===== src/rtl/wb_stage_if.sv =====
// Writeback-stage bus: MEM issue, load response, reg_file write, bypass and status.
// The master modport is the upstream/observer side; the slave modport is wb_stage.
interface wb_stage_if #(
  parameter int unsigned CNT_W = 32
) ();
  logic             in_valid;
  logic             in_ready;
  logic [4:0]       in_rd;
  logic             in_rd_we;
  logic [1:0]       in_wb_sel;
  logic [31:0]      in_alu;
  logic [31:0]      in_pc4;
  logic [2:0]       in_funct3;
  logic [1:0]       in_addr_lo;
  logic             ld_rvalid;
  logic [31:0]      ld_rdata;
  logic             rf_we;
  logic [4:0]       rf_wa;
  logic [31:0]      rf_wd;
  logic             fwd_valid;
  logic [4:0]       fwd_rd;
  logic [31:0]      fwd_data;
  logic [CNT_W-1:0] instret;
  logic             err;

  modport master (
    output in_valid, in_rd, in_rd_we, in_wb_sel, in_alu, in_pc4, in_funct3, in_addr_lo,
    output ld_rvalid, ld_rdata,
    input  in_ready, rf_we, rf_wa, rf_wd, fwd_valid, fwd_rd, fwd_data, instret, err
  );

  modport slave (
    input  in_valid, in_rd, in_rd_we, in_wb_sel, in_alu, in_pc4, in_funct3, in_addr_lo,
    input  ld_rvalid, ld_rdata,
    output in_ready, rf_we, rf_wa, rf_wd, fwd_valid, fwd_rd, fwd_data, instret, err
  );
endinterface


===== src/rtl/wb_stage.sv =====
// Writeback stage: selects ALU / PC+4 / load data, waits for variable-latency loads,
// drives the registered reg_file write and its decode bypass, counts retired instructions.
module wb_stage #(
  parameter int unsigned LD_TIMEOUT = 64,
  parameter int unsigned CNT_W      = 32
) (
  input  logic      clk,
  input  logic      rst,
  wb_stage_if.slave bus
);
  localparam int unsigned TW = $clog2(LD_TIMEOUT);

  typedef enum logic [0:0] {StIdle, StWait} state_e;

  state_e           r_state, w_state_nx;
  logic             w_in_ready, w_accept, w_is_load, w_timeout;
  logic [TW-1:0]    r_timer;
  logic [4:0]       r_rd;
  logic             r_rd_we;
  logic [2:0]       r_funct3;
  logic [1:0]       r_addr_lo;
  logic             r_rf_we;
  logic [4:0]       r_rf_wa;
  logic [31:0]      r_rf_wd;
  logic [CNT_W-1:0] r_instret;
  logic             r_err;
  logic [31:0]      w_sel_data, w_ld_data;
  logic [7:0]       w_byte;
  logic [15:0]      w_half;

  assign w_accept  = bus.in_valid && w_in_ready;
  assign w_is_load = (bus.in_wb_sel == 2'b10);
  assign w_timeout = (r_timer == TW'(LD_TIMEOUT - 1));

  always_ff @(posedge clk or posedge rst) begin
    if (rst) r_state <= StIdle;
    else     r_state <= w_state_nx;
  end

  always_comb begin
    w_state_nx = r_state;
    unique case (r_state)
      StIdle: if (w_accept && w_is_load)         w_state_nx = StWait;
      StWait: if (bus.ld_rvalid || w_timeout)    w_state_nx = StIdle;
      default:                                   w_state_nx = StIdle;
    endcase
  end

  always_comb begin
    w_in_ready = (r_state == StIdle);
  end

  // Reserved wb_sel 11 behaves as ALU.
  assign w_sel_data = (bus.in_wb_sel == 2'b01) ? bus.in_pc4 : bus.in_alu;

  always_comb begin
    w_byte = bus.ld_rdata[{r_addr_lo, 3'b000} +: 8];
    w_half = bus.ld_rdata[{r_addr_lo[1], 4'b0000} +: 16];
    case (r_funct3)
      3'b000:  w_ld_data = {{24{w_byte[7]}}, w_byte};
      3'b001:  w_ld_data = {{16{w_half[15]}}, w_half};
      3'b100:  w_ld_data = {24'd0, w_byte};
      3'b101:  w_ld_data = {16'd0, w_half};
      default: w_ld_data = bus.ld_rdata;
    endcase
  end

  always_ff @(posedge clk or posedge rst) begin
    if (rst) begin
      r_timer   <= '0;
      r_rd      <= '0;
      r_rd_we   <= 1'b0;
      r_funct3  <= '0;
      r_addr_lo <= '0;
      r_rf_we   <= 1'b0;
      r_rf_wa   <= '0;
      r_rf_wd   <= '0;
      r_instret <= '0;
      r_err     <= 1'b0;
    end else begin
      r_rf_we <= 1'b0;
      unique case (r_state)
        StIdle: begin
          // Any response while idle, including the load accept cycle, is unsolicited.
          if (bus.ld_rvalid) r_err <= 1'b1;
          if (w_accept) begin
            if (w_is_load) begin
              r_rd      <= bus.in_rd;
              r_rd_we   <= bus.in_rd_we;
              r_funct3  <= bus.in_funct3;
              r_addr_lo <= bus.in_addr_lo;
              r_timer   <= '0;
            end else begin
              r_rf_we   <= bus.in_rd_we && (bus.in_rd != 5'd0);
              r_rf_wa   <= bus.in_rd;
              r_rf_wd   <= w_sel_data;
              r_instret <= r_instret + CNT_W'(1);
            end
          end
        end
        StWait: begin
          r_timer <= r_timer + TW'(1);
          if (bus.ld_rvalid) begin
            r_rf_we   <= r_rd_we && (r_rd != 5'd0);
            r_rf_wa   <= r_rd;
            r_rf_wd   <= w_ld_data;
            r_instret <= r_instret + CNT_W'(1);
          end else if (w_timeout) begin
            r_err <= 1'b1;
          end
        end
        default: ;
      endcase
    end
  end

  assign bus.in_ready  = w_in_ready;
  assign bus.rf_we     = r_rf_we;
  assign bus.rf_wa     = r_rf_wa;
  assign bus.rf_wd     = r_rf_wd;
  assign bus.fwd_valid = r_rf_we;
  assign bus.fwd_rd    = r_rf_wa;
  assign bus.fwd_data  = r_rf_wd;
  assign bus.instret   = r_instret;
  assign bus.err       = r_err;
endmodule

===== src/flat_wrapper.sv =====
// flat-port wrapper written by rule: the top's interface ports become plain ports
module wb_stage_flat 
#(
  parameter int unsigned LD_TIMEOUT = 64,
  parameter int unsigned CNT_W      = 32
)
  (clk, rst, bus_in_valid, bus_in_rd, bus_in_rd_we, bus_in_wb_sel, bus_in_alu, bus_in_pc4, bus_in_funct3, bus_in_addr_lo, bus_ld_rvalid, bus_ld_rdata, bus_in_ready, bus_rf_we, bus_rf_wa, bus_rf_wd, bus_fwd_valid, bus_fwd_rd, bus_fwd_data, bus_instret, bus_err);
  wb_stage_if #(.CNT_W(CNT_W)) bus_i ();
  input  logic clk;
  input  logic rst;
  input wire logic [$bits(bus_i.in_valid)-1:0] bus_in_valid;
  input wire logic [$bits(bus_i.in_rd)-1:0] bus_in_rd;
  input wire logic [$bits(bus_i.in_rd_we)-1:0] bus_in_rd_we;
  input wire logic [$bits(bus_i.in_wb_sel)-1:0] bus_in_wb_sel;
  input wire logic [$bits(bus_i.in_alu)-1:0] bus_in_alu;
  input wire logic [$bits(bus_i.in_pc4)-1:0] bus_in_pc4;
  input wire logic [$bits(bus_i.in_funct3)-1:0] bus_in_funct3;
  input wire logic [$bits(bus_i.in_addr_lo)-1:0] bus_in_addr_lo;
  input wire logic [$bits(bus_i.ld_rvalid)-1:0] bus_ld_rvalid;
  input wire logic [$bits(bus_i.ld_rdata)-1:0] bus_ld_rdata;
  output wire logic [$bits(bus_i.in_ready)-1:0] bus_in_ready;
  output wire logic [$bits(bus_i.rf_we)-1:0] bus_rf_we;
  output wire logic [$bits(bus_i.rf_wa)-1:0] bus_rf_wa;
  output wire logic [$bits(bus_i.rf_wd)-1:0] bus_rf_wd;
  output wire logic [$bits(bus_i.fwd_valid)-1:0] bus_fwd_valid;
  output wire logic [$bits(bus_i.fwd_rd)-1:0] bus_fwd_rd;
  output wire logic [$bits(bus_i.fwd_data)-1:0] bus_fwd_data;
  output wire logic [$bits(bus_i.instret)-1:0] bus_instret;
  output wire logic [$bits(bus_i.err)-1:0] bus_err;
  assign bus_i.in_valid = bus_in_valid;
  assign bus_i.in_rd = bus_in_rd;
  assign bus_i.in_rd_we = bus_in_rd_we;
  assign bus_i.in_wb_sel = bus_in_wb_sel;
  assign bus_i.in_alu = bus_in_alu;
  assign bus_i.in_pc4 = bus_in_pc4;
  assign bus_i.in_funct3 = bus_in_funct3;
  assign bus_i.in_addr_lo = bus_in_addr_lo;
  assign bus_i.ld_rvalid = bus_ld_rvalid;
  assign bus_i.ld_rdata = bus_ld_rdata;
  assign bus_in_ready = bus_i.in_ready;
  assign bus_rf_we = bus_i.rf_we;
  assign bus_rf_wa = bus_i.rf_wa;
  assign bus_rf_wd = bus_i.rf_wd;
  assign bus_fwd_valid = bus_i.fwd_valid;
  assign bus_fwd_rd = bus_i.fwd_rd;
  assign bus_fwd_data = bus_i.fwd_data;
  assign bus_instret = bus_i.instret;
  assign bus_err = bus_i.err;
  wb_stage #(.LD_TIMEOUT(LD_TIMEOUT), .CNT_W(CNT_W)) u_core (.clk(clk), .rst(rst), .bus(bus_i));
endmodule

===== config.mk =====
export PLATFORM = sky130hd
export DESIGN_NAME = wb_stage_flat
export DESIGN_NICKNAME = d
export VERILOG_FILES = /design/src/rtl/wb_stage_if.sv /design/src/rtl/wb_stage.sv /design/src/flat_wrapper.sv
export SDC_FILE = /design/constraint.sdc
export NUM_CORES = 1
export LEC_CHECK = 0
export BUFFER_PORTS_ARGS = -buffer_cell sky130_fd_sc_hd__buf_2
export CORE_ASPECT_RATIO = 1.2
export CORE_MARGIN = 2
export CORE_UTILIZATION = 52
export DETAILED_ROUTE_END_ITERATION = 10
export HOLD_SLACK_MARGIN = 0.15
export PLACE_DENSITY = 0.87
export RECOVER_POWER = 100
export SYNTH_ARGS = -nofsm -noshare
export SYNTH_HDL_FRONTEND = slang
export SYNTH_SLANG_ARGS = --single-unit

===== constraint.sdc =====
create_clock -name clk -period 4.4 [get_ports clk]
set_input_delay 0.44 -clock clk [delete_from_list [all_inputs] [get_ports clk]]
set_output_delay 0.44 -clock clk [all_outputs]
set_load 0.05 [all_outputs]

==> impl_metrics.toml, run 1 <==
[run_status]
outcome = "finished, violations left"
violations = "max-capacitance violations, max-slew violations"

[logic_synthesis]
synthCells = 533
post_synth_main_area_contributors = "dfrtp_1, mux2i_1, nand2_1"
post_synthesis_instance_area_sq_um = 5120
mean_cell_area_of_the_mapped_netlist_sq_um = 9.60
synthDistinctLibCells = 43
syn_nets = 648
synthesis_warnings = 0
yosys_top_cell_area_share_pct = 43.5
synth_sequential_area_ratio_pct = 43.5
synth_top_area_cell = "dfrtp_1"
postSynthRegisterBits = 89

[detailed_routing]
post_route_drc_violation_count = 0
vias = 4775
ant_nets = 0
drtIter0Drc = 274
wirelength_mm = 14.7
routedWlPerCell_um = 17.7
avgViaCountPerCell = 5.77
drt_pass1_iterations = 5

[timing]
final_hold_viol_count = 0
finalCriticalPeriod_ns = 3.38
max_slew_violation_count = 141
final.period_utilization_pct = 76.7
finalSetupViolations = 0
clock-skew-final_ns = 0.00994
worst_slew_margin_rel_pct = -47.2
clock.fmax_mhz = 296
grt_setup_unrepaired = "no"
fin_tns_setup_ns = 0
tightestPinTransition_ns = 2.20

[clock_network]
max-clock-path-buffers = 2
clkLatencyLatePin_ns = 0.34
cts_tree = "done"
clock_tree.htree_level_count = 3
post_cts.repair.setup_buffers = 0
post_cts_resize_count = 0
cts-buffers-inserted = 9
holdBufCountCts = 0
clkTransAtPathRegs_ns = 0.07
cts_root_buffer = "clkbuf_16"
cts.sink_count = 89

[layout]
area_used_by_multi_input_combinational_logic_sq_um = 2390
fillCellCount = 851
final-seq-area_sq_um = 2230
areaGrowthSynthToFinish_pct = 19.7
layout-drive-gt1-share_pct = 21.2
insertedDiodeCount = 0
fin_nets = 814
layout_common_cells = "buf_2, clkbuf_1, nand2_1"

[critical_path]
cp-end-kind = "flop"
critical_path_peak_fanout = 22
reg2reg_from = "u_core.r_state"
capture_point_of_the_worst_path = "u_core.bus.instret[22]"
timing.critical_path.required_ns = 4.63
crit_arrival_ns = 3.61
r2r_cells = 5
critical_path.reg2reg.endpoint = "u_core.bus.instret[22]"
start_kind = "flop"
ff2ff_setup_slack_ns = 1.02
timing.critical_path.from = "u_core.r_state"
critPathKind = "reg -> reg"

[floorplan]
pin_count = 223
row_cnt = 39
core_sq_um = 9560
effective_utilization_at_floorplan_pct = 53.5
die_w_um = 94.6
dieArea_sq_um = 10700
die_height_um = 113

[grt]
grt_antenna_before_repair = 0
first_global_vias = 4483
grtUsageTotal_pct = 26.7
grt_overflow_total = 0
grt_start_max_net_pins = 50
grt_pass1_wl_mm = 22.0

[place]
routabilityCongestion = 0.938
detailedPlacementHpwl_mm = 10.9
port-buffer-count = 222

[worst_hold_path]
hold_path_class = "in -> reg"
timing.hold.worst.start = "bus_in_funct3[1]"

[job]
maxCapViolCount = 4

[power]
totalPowerFinal_mw = 3.26
p_per_area_nw_per_um2 = 532
vdd_ir_drop_max_mv = 0.246
total_leakage_power_nw = 2.85
[final cells by class]
type | instances | area share (%)
Multi-Input combinational cell | 362 | 39.0
Sequential cell | 89 | 36.4
Timing Repair Buffer | 223 | 16.0
Clock buffer | 9 | 3.68
Tap cell | 123 | 2.51
Clock inverter | 7 | 1.63
Inverter | 14 | 0.879
[where the power goes]
part           leakage, nW  switching, mW  internal (mW)
clock network        0.160          0.338          0.503
logic                 1.58           1.00          0.279
registers             1.11          0.179          0.957
total                 2.85           1.52           1.74
[synthesized netlist by cell type]
cell,instances
a21oi_1,11
a21oi_2,2
a21oi_4,1
a221o_1,8
a221oi_1,24
a22oi_1,7
a31o_2,1
and2_2,1
and2b_2,1
and3_1,6
and4_1,4
and4_2,1
and4bb_2,1
buf_2,9
buf_4,44
clkbuf_1,15
dfrtp_1,89
ha_1,2
inv_1,14
mux2_1,1
mux2_2,8
mux2i_1,40
mux4_2,1
nand2_1,94
nand2b_1,4
nand3_1,20
nand4_1,8
nand4_2,1
nor2_1,35
nor2b_1,2
nor3_1,2
nor3_4,1
nor4_4,1
o211a_1,7
o211ai_1,3
o21ai_0,20
o21ai_2,1
o221ai_1,7
o31ai_1,2
or2_4,1
or4_1,2
xnor2_1,19
xor2_1,12
[worst min-delay path by stage]
stage | to | slack, ns | cells past startpoint
final | u_core.r_funct3[1] | 0.29 | 3
after global routing | u_core.r_addr_lo[0] | 0.31 | 3
after CTS | u_core.bus.fwd_data[24] | 0.27 | 2
after detailed placement | u_core.bus.err | 0.46 | 2
after global placement | u_core.bus.err | 0.45 | 2
after floorplan | u_core.r_rd_we | 0.45 | 2
[kinds of logic (layout without fill, tap and decap cells)]
logic type | count (synthesis) | in the layout | share of synthesized area [%]
AOI/OAI and AO/OA | 94 | 94 | 14.0
xor gates and xnor gates | 31 | 31 | 5.31
adders and majority gates | 2 | 2 | 0.489
buffers and inverters | 82 | 253 | 9.46
DFF | 89 | 89 | 43.5
muxes | 50 | 50 | 10.2
and+or+nand+nor | 185 | 185 | 16.9
[flip-flops by register name, summed over array words and instances (netlist names), 2 cells and up]
register	count
u_core.bus.fwd_data	32
u_core.r_addr_lo	2
u_core.bus.fwd_rd	5
u_core.bus.instret	32
u_core.r_rd	5
u_core.r_timer	6
u_core.r_funct3	3
[routing by layer]
metal  GRT usage [%]  vias to the layer above  wire, um
met4            13.2                        0       382
li1                -                     2194         -
met2            43.9                      257      7350
met1            33.4                     2286      5750
met5               0                        -         0
met3            5.37                       38      1180
[metrics by stage]
stage                     area (sq um)  cells  setup WS (ns)  utilization, %  hold WS, ns
after detailed placement          5980    811           1.80            62.5        0.458
after floorplan                   5120    533           1.65               -        0.446
after global placement            5980    811           1.96            62.5        0.455
after CTS                         6300    827           1.74            65.9        0.271
after global routing              6120    827          0.789            64.0        0.312
final                             6120    827           1.02            64.0        0.291
[worst max-delay path, cell delays in order (launching register included)]
cell and delay, ns:
dfrtp_1 0.69, and2b_1 0.27, a21oi_1 1.45, nor4_1 0.40, and3_1 0.32, xor2_1 0.14
Power figures use the tool's default switching activity.
==> inputs of run 2 (changes only) <==
ABC_AREA = 1   (was default)
CORE_UTILIZATION = 45   (was 52)
PLACE_DENSITY = 0.77   (was 0.87)
clock period = 2.75 ns   (was 4.4 ns; I/O delays follow)
==> run 2 against run 1 <==
The run still ends with max-capacitance violations, max-slew violations left. Power grew 68%. Synthesized cell count is 60% higher. Routed wire length is 15% higher. Core utilization down 9.3 points. Hold slack worse by 0.13 ns. Critical path depth down 2. Critical endpoint is now bus_in_ready. Largest power group unchanged.
==> impl_metrics.toml, run 2 <==
[critical_path]
critPathKind = "reg -> out"
r2r_cells = 7
start_kind = "flop"
ff2ff_setup_slack_ns = 0.60
crit_arrival_ns = 1.92
critical_path.reg2reg.endpoint = "u_core.bus.fwd_data[1]"
reg2reg_from = "u_core.r_state"
critical_path_peak_fanout = 23
cp-end-kind = "primary output"
timing.critical_path.required_ns = 2.48

[grt]
grt_overflow_total = 0
grt_pass1_wl_mm = 26.8
grtUsageTotal_pct = 24.5
grt_antenna_before_repair = 0
first_global_vias = 5496
grt_start_max_net_pins = 54

[clock_network]
clock_tree.htree_level_count = 3
post_cts.repair.setup_buffers = 0
cts-buffers-inserted = 9
clkLatencyLatePin_ns = 0.34
cts_tree = "done"
clkTransAtPathRegs_ns = 0.07
max-clock-path-buffers = 2
cts.sink_count = 89
cts_root_buffer = "clkbuf_16"

[floorplan]
effective_utilization_at_floorplan_pct = 45.9
core_sq_um = 12600
die_height_um = 128
pin_count = 223
row_cnt = 45
die_w_um = 108
dieArea_sq_um = 13800

[detailed_routing]
detail_route.wirelength.met1_mm = 7.25
vias = 6062
drtIter0Drc = 351
avgViaCountPerCell = 5.09
wirelength_mm = 16.8
wl_met3_mm = 1.14
top_signal_layer_used = "met4"
routed-wl-met2_mm = 8.12
routedWlPerCell_um = 14.1
post_route_drc_violation_count = 0
drt_pass1_iterations = 8
ant_nets = 0

[place]
detailedPlacementHpwl_mm = 12.6
port-buffer-count = 222
routabilityCongestion = 0.874

[timing]
finalCriticalPeriod_ns = 2.19
worst_slew_margin_rel_pct = -9.74
clock-skew-final_ns = 0.00677
fin_tns_setup_ns = 0
tightestPinTransition_ns = 1.64
final_hold_viol_count = 0
final.period_utilization_pct = 79.7
finalSetupViolations = 0
grt_setup_unrepaired = "no"
max_slew_violation_count = 41
clock.fmax_mhz = 456

[logic_synthesis]
synth_top_area_cell = "dfrtp_1"
syn_nets = 968
post_synth_main_area_contributors = "dfrtp_1, nand2_1, o21ai_0"
synth_edf_count = 0
synthTopCellsByCount = "nand2_1, nor2_1, dfrtp_1, o21ai_0, inv_1"
postSynthRegisterBits = 89
yosys_top_cell_area_share_pct = 38.5
post_synthesis_instance_area_sq_um = 5790
yosys_most_used_dff = "dfrtp_1"
synthCells = 853
synth_async_sr_flop_share_pct = 100
synthesis_warnings = 0
synthDistinctLibCells = 33
yosys.cell_count.top_type = "nand2_1"
synth_sequential_area_ratio_pct = 38.5
mean_cell_area_of_the_mapped_netlist_sq_um = 6.79

[layout]
final-seq-area_sq_um = 2230
areaGrowthSynthToFinish_pct = 19.3
layout_common_cells = "nand2_1, buf_2, clkbuf_1"
fillCellCount = 1300
area_used_by_multi_input_combinational_logic_sq_um = 2820
mostFrequentLayoutCell = "nand2_1"
layout-drive-gt1-share_pct = 14.3
fin_nets = 1139
insertedDiodeCount = 0

[worst_hold_path]
hold_path_class = "in -> reg"
timing.hold.worst.start = "bus_in_addr_lo[0]"
hold-path-endpoint = "u_core.r_addr_lo[0]"
holdPathStages = 3

[power]
total_leakage_power_nw = 3.35
totalPowerFinal_mw = 5.47
vdd_ir_drop_max_mv = 0.336
p_per_area_nw_per_um2 = 792

[job]
maxCapViolCount = 1

[run_status]
violations = "max-capacitance violations, max-slew violations"
outcome = "finished, violations left"
-- run 2: cell count changes after synthesis, moves of 16 or more --
cell,previous run,this run
o21ai_0,20,77
nand3b_1,0,16
a31oi_1,0,21
o21ai_1,0,16
nor2_1,35,102
mux2i_1,40,1
a21oi_1,11,41
inv_1,14,59
nand2_1,94,284
a221oi_1,24,0
-- run 2: layout make-up --
class | count | share of cell area [%]
timing repair buffer | 235 | 16.0
inverter | 63 | 3.42
tap | 164 | 2.97
clock inverter | 6 | 1.32
clock buffer | 9 | 3.26
multi-input combinational | 626 | 40.8
sequential | 89 | 32.2
-- run 2: where the power goes --
part	total [mW]	switching, mW	internal, mW	leakage [nW]
clock	1.33	0.535	0.798	0.156
sequential	1.82	0.270	1.55	1.11
combinational	2.32	1.85	0.472	2.08
total	5.47	2.65	2.82	3.35
-- run 2: what timing repair did --
item                                   CTS  global route
gates resized for setup                  0             0
hold buffers                             4             0
endpoints found under the hold margin   43             0
-- run 2: worst max path at each step --
| stage | from | endpoint | slack (ns) | depth (start not counted) |
|---|---|---|---|---|
| after detailed placement | u_core.r_state | u_core.bus.fwd_data[1] | 0.79 | 7 |
| after global placement | u_core.r_state | u_core.bus.fwd_data[1] | 0.85 | 7 |
| after CTS | u_core.r_state | u_core.bus.fwd_data[1] | 0.78 | 7 |
| after floorplan | rst | u_core.bus.err | 0.17 | 1 |
| after global routing | u_core.r_state | u_core.bus.fwd_data[1] | 0.38 | 7 |
| final | u_core.r_state | bus_in_ready | 0.56 | 3 |
-- run 2: kinds of logic after synthesis --
| logic type | count (synthesis) | synth area share (%) |
|---|---|---|
| AO/OA/AOI/OAI | 157 | 14.1 |
| adder cells (fa/ha/maj) | 2 | 0.432 |
| buffers and inverters | 138 | 12.2 |
| multiplexers | 1 | 0.173 |
| AND/OR/NAND/NOR | 451 | 32.4 |
| flip-flops | 89 | 38.5 |
| XOR/XNOR | 15 | 2.27 |
-- run 2: stage by stage --
step           cells  area (sq um)  setup slack (ns)  hold WS [ns]  utilization [%]
4_1_cts         1192          7090             0.780         0.151             56.2
3_3_place_gp    1173          6730             0.851         0.423             53.4
6_report        1192          6910             0.558         0.162             54.8
2_1_floorplan    853          5790             0.168         0.384                -
5_1_grt         1192          6910             0.383         0.176             54.8
3_5_place_dp    1173          6730             0.789         0.432             53.4
-- run 2: worst max-delay path, cell delays in order (launching register included) --
cell      delay (ns)
dfrtp_1         0.49
buf_4           0.25
inv_1           0.33
clkbuf_1        0.51
-- run 2: layer usage --
layer,vias to the layer above,global-route usage [%]
li1,3032,-
met1,2746,32.8
met2,254,40.5
met3,30,3.51
met4,0,8.07
met5,-,0
==> inputs of run 3 (changes only) <==
ABC_AREA = 0   (was 1)
CORE_UTILIZATION = 48   (was 45)
PLACE_DENSITY = 0.81   (was 0.77)
clock period = 2.05 ns   (was 2.75 ns; I/O delays follow)
==> run 3 against run 2 <==
Register-to-register slack got worse by 0.45 ns. The flow now finishes without violations. Cell count decreased by 28%. Flip-flop and latch count unchanged. Highest routed layer unchanged.
==> impl_metrics.toml, run 3 (synthesis gave the netlist of run 1 again) <==
[critical_path]
worst_path_largest_cell_delay_ns = 0.84
ff2ff_setup_slack_ns = 0.15
critical_path_peak_fanout = 25
path_delay_family = "simple AND/OR/NAND/NOR gates"
capture_point_of_the_worst_path = "u_core.bus.fwd_data[30]"
reg2reg_from = "u_core.r_state"
critical_path_cell_count = 3
critical_path.cell_chain = "nand2b_1 -> nor2_2 -> a221oi_1"
r2r_cells = 3
cp-end-kind = "flop"
cpMaxStageDelayCell = "nor2_2"
timing.critical_path.from = "u_core.r_state"
critical_path.reg2reg.endpoint = "u_core.bus.fwd_data[30]"
sum_of_buffers_and_inverters_on_the_critical_path = 0
timing.critical_path.required_ns = 2.20
start_kind = "flop"
crit_arrival_ns = 2.05
critPathKind = "reg -> reg"

[clock_network]
max-clock-path-buffers = 2
cts-buffers-inserted = 9
clock_tree.htree_level_count = 3
post_cts.repair.setup_buffers = 0
cts.sink_count = 89
clkTransAtPathRegs_ns = 0.07
clkLatencyLatePin_ns = 0.34
cts_tree = "done"
cts_root_buffer = "clkbuf_16"

[timing]
clock-skew-final_ns = 0.00801
tightestPinTransition_ns = 1.21
finalSetupViolations = 0
worst_slew_margin_rel_pct = 19.5
fin_tns_setup_ns = 0
grt_setup_unrepaired = "no"
clock.fmax_mhz = 526
worst_slack_ns = 0.147
final_hold_viol_count = 0
final.period_utilization_pct = 92.8
finalCriticalPeriod_ns = 1.90
max_slew_violation_count = 0

[detailed_routing]
drt_pass1_iterations = 5
vias = 4795
drtIter0Drc = 269
routedWlPerCell_um = 17.7
avgViaCountPerCell = 5.56
wirelength_mm = 15.3
ant_nets = 0
post_route_drc_violation_count = 0

[floorplan]
die_height_um = 117
core_sq_um = 10500
pin_count = 223
effective_utilization_at_floorplan_pct = 48.9
die_w_um = 98.3
dieArea_sq_um = 11500
row_cnt = 41

[power]
power.internal_mw = 3.78
part_of_the_total_power_dissipated_in_sequential_elements_pct = 34.2
vdd_ir_drop_max_mv = 0.605
p_per_area_nw_per_um2 = 1100
totalPowerFinal_mw = 7.05
total_leakage_power_nw = 2.97
share_comb_of_total_power_pct = 40.9
power_switching_mw = 3.27
p_sw_share_pct = 46.4
clock_power_share_pct = 24.9

[grt]
grt_antenna_before_repair = 0
grtUsageMet2_pct = 44.7
grtUsageTotal_pct = 25.5
grt_start_max_net_pins = 90
grt.busiest_layer = "met2"
grt_overflow_total = 0
global_route.usage.met3_pct = 4.57
grt_pass1_wl_mm = 23.2
global_route.usage.met1_pct = 32.4
first_global_vias = 4593

[layout]
fin_nets = 844
insertedDiodeCount = 0
layout_common_cells = "clkbuf_1, buf_2, nand2_1"
stdcell_count = 862
final_util_pct = 61.3
layout-drive-gt1-share_pct = 22.2
areaGrowthSynthToFinish_pct = 25.3

[place]
detailedPlacementHpwl_mm = 11.3
port-buffer-count = 222
routabilityCongestion = 0.884
placedCellCount = 830
pre_cts_slack_ns = 0.201

[worst_hold_path]
hold_path_class = "in -> reg"

[job]
maxCapViolCount = 0

[run_status]
outcome = "finished clean"
## run 3: changes by cell type in the layout (fill, tap and decap cells not counted), sizes merged, moves of 8 or more
cell | before | now
a21oi | 41 | 14
a221o | 0 | 8
a221oi | 0 | 24
a31oi | 21 | 0
dlygate4sd3 | 4 | 17
inv | 65 | 13
mux2 | 0 | 9
mux2i | 1 | 40
nand2 | 288 | 94
nand3b | 16 | 0
nor2 | 111 | 35
o21ai | 93 | 21
xnor2 | 7 | 19
## run 3: power groups by stage
| stage | combinational [mW] | clock, mW | sequential [mW] |
|---|---|---|---|
| floorplan | 1.69 | 0 | 3.14 |
| global placement | 2.95 | 0 | 2.40 |
| detailed placement | 2.99 | 0 | 2.42 |
| CTS | 3.02 | 1.76 | 2.40 |
| global route | 3.06 | 1.84 | 2.46 |
| finish | 2.88 | 1.75 | 2.41 |
## run 3: per-layer routing
layer  vias to the layer above  routed length (um)  part of all wire, %
li1                       2248                   -                    -
met1                      2307                6080                   40
met2                       211                7900                   52
met3                        29                 961                  6.3
met4                         0                 323                  2.1
met5                         -                   0                    0
## run 3: worst min-delay path: cells and delay by family
| kind | cells | cell delay [ns] |
|---|---|---|
| AOI/OAI and AO/OA | 1 | 0.06 |
| and+or+nand+nor | 1 | 0.07 |
| buffers and inverters | 1 | 0.12 |
## run 3: worst min path at each step
stage	startpoint	end	slack, ns	cells past startpoint
global route	bus_ld_rdata[28]	u_core.bus.fwd_data[28]	0.16	3
floorplan	bus_ld_rvalid	u_core.bus.err	0.30	1
global placement	rst	u_core.bus.instret[6]	0.37	3
finish	bus_ld_rdata[24]	u_core.bus.fwd_data[24]	0.16	3
detailed placement	rst	u_core.bus.instret[6]	0.38	3
CTS	bus_ld_rdata[24]	u_core.bus.fwd_data[24]	0.15	3
## run 3: stage by stage
| stage | instance area (sq um) | hold WS, ns |
|---|---|---|
| 4_1_cts | 6590 | 0.155 |
| 2_1_floorplan | 5120 | 0.301 |
| 3_3_place_gp | 6110 | 0.371 |
| 5_1_grt | 6410 | 0.164 |
| 3_5_place_dp | 6110 | 0.382 |
| 6_report | 6410 | 0.164 |
## run 3: area by class of cell
class	count	area (sq um)
Clock inverter	5	81.3
Clock buffer	10	229
Tap cell	129	161
Sequential cell	89	2230
Timing Repair Buffer	253	1260
Inverter	14	56.3
Fill cell	934	4050
Multi-Input combinational cell	362	2400
## run 3: repair_timing
action | 4_1_cts | 5_1_grt
endpoints found under the hold margin | 106 | 0
gates resized for setup | 0 | 0
hold buffers | 17 | 0
